<file path="config.mk">
export PLATFORM = sky130hd
export DESIGN_NAME = wb_regfile_flat
export DESIGN_NICKNAME = d
export VERILOG_FILES = /design/src/rtl/wb_regfile_if.sv /design/src/rtl/wb_regfile.sv /design/src/flat_wrapper.sv
export SDC_FILE = /design/constraint.sdc
export NUM_CORES = 2
export LEC_CHECK = 0
export CAP_MARGIN = 20
export CORE_AREA = 2 2 358 360
export CTS_CLUSTER_DIAMETER = 120
export DETAILED_ROUTE_END_ITERATION = 6
export DIE_AREA = 0 0 360 362
export PLACE_DENSITY = 0.68
export SYNTH_ARGS = -nofsm -noshare
export SYNTH_HDL_FRONTEND = slang
export SYNTH_SLANG_ARGS = --single-unit
export TNS_END_PERCENT = 50
</file>
<file path="constraint.sdc">
create_clock -name Clock -period 3 [get_ports Clock]
set_clock_uncertainty 0.15 [all_clocks]
set_input_delay 0.6 -clock Clock [delete_from_list [all_inputs] [get_ports Clock]]
set_output_delay 0.6 -clock Clock [all_outputs]
set_load 0.05 [all_outputs]
</file>
<file path="src/rtl/wb_regfile_if.sv">
// Writeback/read bus bundle for wb_regfile. The master drives the MEM/WB request and
// the read addresses; the slave (the register file) returns read data and status.
interface wb_regfile_if;
  logic        RegWrite_In;
  logic [1:0]  MemToReg_In;
  logic [31:0] RegDest_In;
  logic [31:0] ALUResult_In;
  logic [31:0] ReadData_In;
  logic [31:0] PCI_In;
  logic [4:0]  ReadRegister1;
  logic [4:0]  ReadRegister2;
  logic [31:0] ReadData1;
  logic [31:0] ReadData2;
  logic [31:0] WriteData_Out;
  logic [31:0] WriteCount;
  logic [4:0]  LastWriteReg;
  logic [31:0] LastWriteData;

  modport master (
    output RegWrite_In, MemToReg_In, RegDest_In, ALUResult_In, ReadData_In, PCI_In,
    output ReadRegister1, ReadRegister2,
    input  ReadData1, ReadData2, WriteData_Out, WriteCount, LastWriteReg, LastWriteData
  );

  modport slave (
    input  RegWrite_In, MemToReg_In, RegDest_In, ALUResult_In, ReadData_In, PCI_In,
    input  ReadRegister1, ReadRegister2,
    output ReadData1, ReadData2, WriteData_Out, WriteCount, LastWriteReg, LastWriteData
  );
endinterface

</file>
<file path="src/rtl/wb_regfile.sv">
// 32x32 writeback register file with commit counter and last-write capture.
// Define WB_REGFILE_BYPASS_EN to forward a pending commit onto the read ports in the same cycle.
module wb_regfile #(
  parameter logic [31:0] LINK_OFFSET = 32'd0
) (
  input logic         Clock,
  input logic         Reset,
  wb_regfile_if.slave bus
);

  logic [31:0] regs_q [32];
  logic [31:0] write_data;
  logic [4:0]  write_addr;
  logic        commit;
  logic [31:0] write_count_q, write_count_d;
  logic [4:0]  last_reg_q, last_reg_d;
  logic [31:0] last_data_q, last_data_d;
  logic [31:0] rd1, rd2;
  logic        unused_dest_hi;

  assign write_addr     = bus.RegDest_In[4:0];
  assign unused_dest_hi = ^bus.RegDest_In[31:5];

  always_comb begin
    write_data = 32'd0;
    case (bus.MemToReg_In)
      2'b00:   write_data = bus.ALUResult_In;
      2'b01:   write_data = bus.ReadData_In;
      2'b10:   write_data = bus.PCI_In + LINK_OFFSET;
      default: write_data = 32'd0;
    endcase
  end

  // Select 11 and register 0 are both silent no-ops, not just suppressed data writes.
  assign commit = bus.RegWrite_In && (bus.MemToReg_In != 2'b11) && (write_addr != 5'd0);

  always_comb begin
    write_count_d = write_count_q;
    last_reg_d    = last_reg_q;
    last_data_d   = last_data_q;
    if (commit) begin
      write_count_d = write_count_q + 32'd1;
      last_reg_d    = write_addr;
      last_data_d   = write_data;
    end
  end

  always_ff @(posedge Clock or negedge Reset) begin
    if (!Reset) begin
      for (int i = 0; i < 32; i++) regs_q[i] <= 32'd0;
      write_count_q <= 32'd0;
      last_reg_q    <= 5'd0;
      last_data_q   <= 32'd0;
    end else begin
      if (commit) regs_q[write_addr] <= write_data;
      write_count_q <= write_count_d;
      last_reg_q    <= last_reg_d;
      last_data_q   <= last_data_d;
    end
  end

  always_comb begin
    rd1 = (bus.ReadRegister1 == 5'd0) ? 32'd0 : regs_q[bus.ReadRegister1];
    rd2 = (bus.ReadRegister2 == 5'd0) ? 32'd0 : regs_q[bus.ReadRegister2];
`ifdef WB_REGFILE_BYPASS_EN
    // commit already excludes address 0, so the zero register is never bypassed.
    if (Reset && commit && (bus.ReadRegister1 == write_addr)) rd1 = write_data;
    if (Reset && commit && (bus.ReadRegister2 == write_addr)) rd2 = write_data;
`endif
  end

  assign bus.ReadData1     = rd1;
  assign bus.ReadData2     = rd2;
  assign bus.WriteData_Out = write_data;
  assign bus.WriteCount    = write_count_q;
  assign bus.LastWriteReg  = last_reg_q;
  assign bus.LastWriteData = last_data_q;

endmodule

</file>
<file path="src/flat_wrapper.sv">
// flat-port wrapper written by rule: the top's interface ports become plain ports
module wb_regfile_flat 
#(
  parameter logic [31:0] LINK_OFFSET = 32'd0
)
  (Clock, Reset, bus_RegWrite_In, bus_MemToReg_In, bus_RegDest_In, bus_ALUResult_In, bus_ReadData_In, bus_PCI_In, bus_ReadRegister1, bus_ReadRegister2, bus_ReadData1, bus_ReadData2, bus_WriteData_Out, bus_WriteCount, bus_LastWriteReg, bus_LastWriteData);
  wb_regfile_if bus_i ();
  input logic Clock;
  input logic Reset;
  input wire logic [$bits(bus_i.RegWrite_In)-1:0] bus_RegWrite_In;
  input wire logic [$bits(bus_i.MemToReg_In)-1:0] bus_MemToReg_In;
  input wire logic [$bits(bus_i.RegDest_In)-1:0] bus_RegDest_In;
  input wire logic [$bits(bus_i.ALUResult_In)-1:0] bus_ALUResult_In;
  input wire logic [$bits(bus_i.ReadData_In)-1:0] bus_ReadData_In;
  input wire logic [$bits(bus_i.PCI_In)-1:0] bus_PCI_In;
  input wire logic [$bits(bus_i.ReadRegister1)-1:0] bus_ReadRegister1;
  input wire logic [$bits(bus_i.ReadRegister2)-1:0] bus_ReadRegister2;
  output wire logic [$bits(bus_i.ReadData1)-1:0] bus_ReadData1;
  output wire logic [$bits(bus_i.ReadData2)-1:0] bus_ReadData2;
  output wire logic [$bits(bus_i.WriteData_Out)-1:0] bus_WriteData_Out;
  output wire logic [$bits(bus_i.WriteCount)-1:0] bus_WriteCount;
  output wire logic [$bits(bus_i.LastWriteReg)-1:0] bus_LastWriteReg;
  output wire logic [$bits(bus_i.LastWriteData)-1:0] bus_LastWriteData;
  assign bus_i.RegWrite_In = bus_RegWrite_In;
  assign bus_i.MemToReg_In = bus_MemToReg_In;
  assign bus_i.RegDest_In = bus_RegDest_In;
  assign bus_i.ALUResult_In = bus_ALUResult_In;
  assign bus_i.ReadData_In = bus_ReadData_In;
  assign bus_i.PCI_In = bus_PCI_In;
  assign bus_i.ReadRegister1 = bus_ReadRegister1;
  assign bus_i.ReadRegister2 = bus_ReadRegister2;
  assign bus_ReadData1 = bus_i.ReadData1;
  assign bus_ReadData2 = bus_i.ReadData2;
  assign bus_WriteData_Out = bus_i.WriteData_Out;
  assign bus_WriteCount = bus_i.WriteCount;
  assign bus_LastWriteReg = bus_i.LastWriteReg;
  assign bus_LastWriteData = bus_i.LastWriteData;
  wb_regfile #(.LINK_OFFSET(LINK_OFFSET)) u_core (.Clock(Clock), .Reset(Reset), .bus(bus_i));
endmodule
</file>
==> impl_metrics.tcl <==
set metrics [dict create \
    drt-initial-drc-count 5588 \
    place_hpwl_um 139000 \
    cp_max_fo 11 \
    area_growth_pct 34.4 \
    end_kind "primary output" \
    synth-seq-cells 1093 \
    yosys_warnings 0 \
    nets 5912 \
    fin_crit_sh_pct 109 \
    clock_path_buffers 3 \
    crit_path_start "bus_ReadRegister2[0]" \
    routed_wl_um 214000 \
    hold_start "u_core.regs_q[1005]$_DFFE_PN0P_" \
    crit_top_cell "buf_12" \
    wl_per_cell_um 28.5 \
    pin_count 308 \
    syn_inst 5144 \
    critical_path_class "in -> out" \
    synth.cell_area_um2 56500 \
    rows 131 \
    reg2reg_slack_ps 800 \
    max_cap_viol_count 0 \
    cts_sinks 1093 \
    initial_core_util_pct 44.6 \
    die_h_um 362 \
    timing.rr.start "u_core.bus.WriteCount[2]$_DFFE_PN0P_" \
    hold_path.class "reg -> reg" \
    cts-root-buf "clkbuf_16" \
    final.setup.worst_slack_ps -277 \
    core_um2 127000 \
    crit_path_top_delay_cell "nor2_4" \
    ant_nets 0 \
    status "finished with violations" \
    yosysTopAreaCell "dfrtp_1" \
    yosysTopAreaCellShare_pct 48.4 \
    place_inst 7204 \
    place_ws_ps -518 \
    ys_top_cells_by_area "dfrtp_1, mux4_2, o21ai_0" \
    slew_headroom_pct 38.8 \
    synth_seq_area_share_pct 48.4 \
    timing.fmax_ghz 0.305 \
    grt_max_degree 81 \
    gr-total-overflow 0 \
    period_needed_ps 3280 \
    layout_commonest_cell "nand2_1" \
    grt_pass1_wl_um 315000 \
    layoutNonFillerInstCount 7531 \
    critPathRequiredTime_ps 2250 \
    p_per_area_nw_per_um2 592 \
    drive_above_1_share_pct 34.4 \
    setup_violations 64 \
    syn_nets 5288 \
    syn_avg_cell_area_um2 11.0 \
    chipWidth_um 360 \
    dr.pass1.iters 6 \
    track_usage_pct 32.5 \
    finalCoreUtilization_pct 60.0 \
    gp_congestion 0.890 \
    cpLargestDelayFamily "buffers and inverters" \
    critPathBufInv 5 \
    crit_arrival_ps 2530 \
    critPathMaxStageDelay_ps 510 \
    nFillCells 9711 \
    mostFrequentLayoutCells "nand2_1, dfrtp_1, o21ai_0" \
    crit_path_start_kind "input pin" \
    fin_hold_ws_ps 251 \
    clk_pin_slew_ps 60 \
    num_vias 47900 \
    antenna_found_initial 6 \
    port_buffers 280 \
    drv_slew 0 \
    p_leak_nw 32.9 \
    cts_max_level 3 \
    worst_pin_slew_ps 918 \
    insertion_delay_ps 720 \
    vias_per_cell 6.35 \
    rsz0062_at_grt "true" \
    peakVddDrop_mv 0.511 \
    grt_pass1_vias 47900 \
    ys_types 51 \
    finalHoldViolations 0 \
    cts_buffers 115 \
    drc_errors 0 \
    dieArea_um2 130000 \
    violations "negative setup slack" \
    crit_chain "buf_12 > buf_12 > nor2_4 > buf_4 > buf_4 > nand2_1 > o2111ai_1 > a311oi_4 > buf_12" \
    cts_tree "done" \
]
[worst register-to-register path, stage by stage (launching register included)]
cell and delay (ps):
dfrtp_1 460, and4_1 320, nand4_2 490, nor4_1 530, xor2_1 170
[per-stage QoR]
stage               setup TNS [ps]  instance area (um2)  total power [W]
finish                      -11800                76000           0.0450
global route                -13250                76000           0.0466
CTS                         -11490                74900           0.0445
detailed placement          -23530                68700           0.0286
global placement            -23640                68700           0.0282
floorplan                    -1910                57700           0.0242
[cells by family (layout without fill, tap and decap cells)]
| logic type | count (synthesis) | after routing | synth area share [%] |
|---|---|---|---|
| AOI/OAI and AO/OA | 1388 | 1388 | 14.2 |
| muxes | 684 | 684 | 22.2 |
| other | 0 | 4 | 0 |
| DFF | 1093 | 1093 | 48.4 |
| xor gates and xnor gates | 31 | 31 | 0.480 |
| buffers and inverters | 600 | 1320 | 4.71 |
| adders and majority gates | 1 | 1 | 0.0221 |
| and+or+nand+nor | 1347 | 1348 | 10.1 |
[where the power goes]
part / internal (W) / leakage [nW] / switching [W]
Clock: 0.00917 / 2.02 / 0.00634
Combinational: 0.00525 / 16.3 / 0.00567
Sequential: 0.0169 / 14.6 / 0.00169
Total: 0.0313 / 32.9 / 0.0137
[timing repair]
action / in CTS / in global routing
hold endpoints to repair: 28 / 0
hold buffers: 1 / 0
cloned: 10 / 5
resized for setup: 328 / 145
setup endpoints to repair: 69 / 71
setup buffers: 75 / 48
pin swaps: 59 / 46
[worst paths after layout]
check / to / depth (start not counted)
setup / recovery: bus_ReadData2[20] / 9
hold / removal: u_core.regs_q[1005]$_DFFE_PN0P_ / 0
setup reg to reg: u_core.bus.WriteCount[20]$_DFFE_PN0P_ / 4
hold reg to reg: u_core.regs_q[1005]$_DFFE_PN0P_ / 0
max in group asynchronous: u_core.regs_q[185]$_DFFE_PN0P_ / 3
min in group asynchronous: u_core.regs_q[568]$_DFFE_PN0P_ / 2
[Yosys cell counts, drive strengths merged]
master,instances
nor3,10
o211ai,2
a21bo,1
nand4,22
nor2,63
nand3b,1
a22oi,64
dfrtp,1093
a311oi,64
nand2,1114
buf,184
and3,4
a221oi,16
nand4b,3
o2111ai,50
mux2i,159
ha,1
and2,5
a21boi,1
clkbuf,375
a211oi,64
or4,4
nand3,16
nand2b,2
or2,10
xor2,20
o2111a,1
nor3b,4
mux4,448
mux2,77
nor2b,72
xnor2,11
and3b,2
and4,4
nor4,10
a21oi,51
o21ai,1074
inv,41
or3,1
[sequential cells by signal (all words and copies together) (netlist names)]
name	cells
u_core.bus.LastWriteData	32
u_core.regs_q	1024
u_core.bus.LastWriteReg	5
u_core.bus.WriteCount	32
[layer usage]
layer  up-vias  share of wire (%)  track usage (%)
met2      3147                 44             48.9
met5         -             0.0061                0
li1      19900                  -                -
met3       676                 13             11.7
met4         2                5.0             15.3
met1     24100                 37             42.1
[layout make-up]
type | count | area [um2] | area share [%]
Antenna cell | 4 | 10.0 | 0.0132
Tap cell | 1662 | 2080 | 2.74
Clock inverter | 48 | 679 | 0.894
Sequential cell | 1093 | 27400 | 36.0
Timing Repair Buffer | 1065 | 12900 | 17.0
Inverter | 41 | 161 | 0.212
Multi-Input combinational cell | 3452 | 29400 | 38.7
Clock buffer | 166 | 3410 | 4.49
No activity file was read; power rests on OpenSTA's default activity.
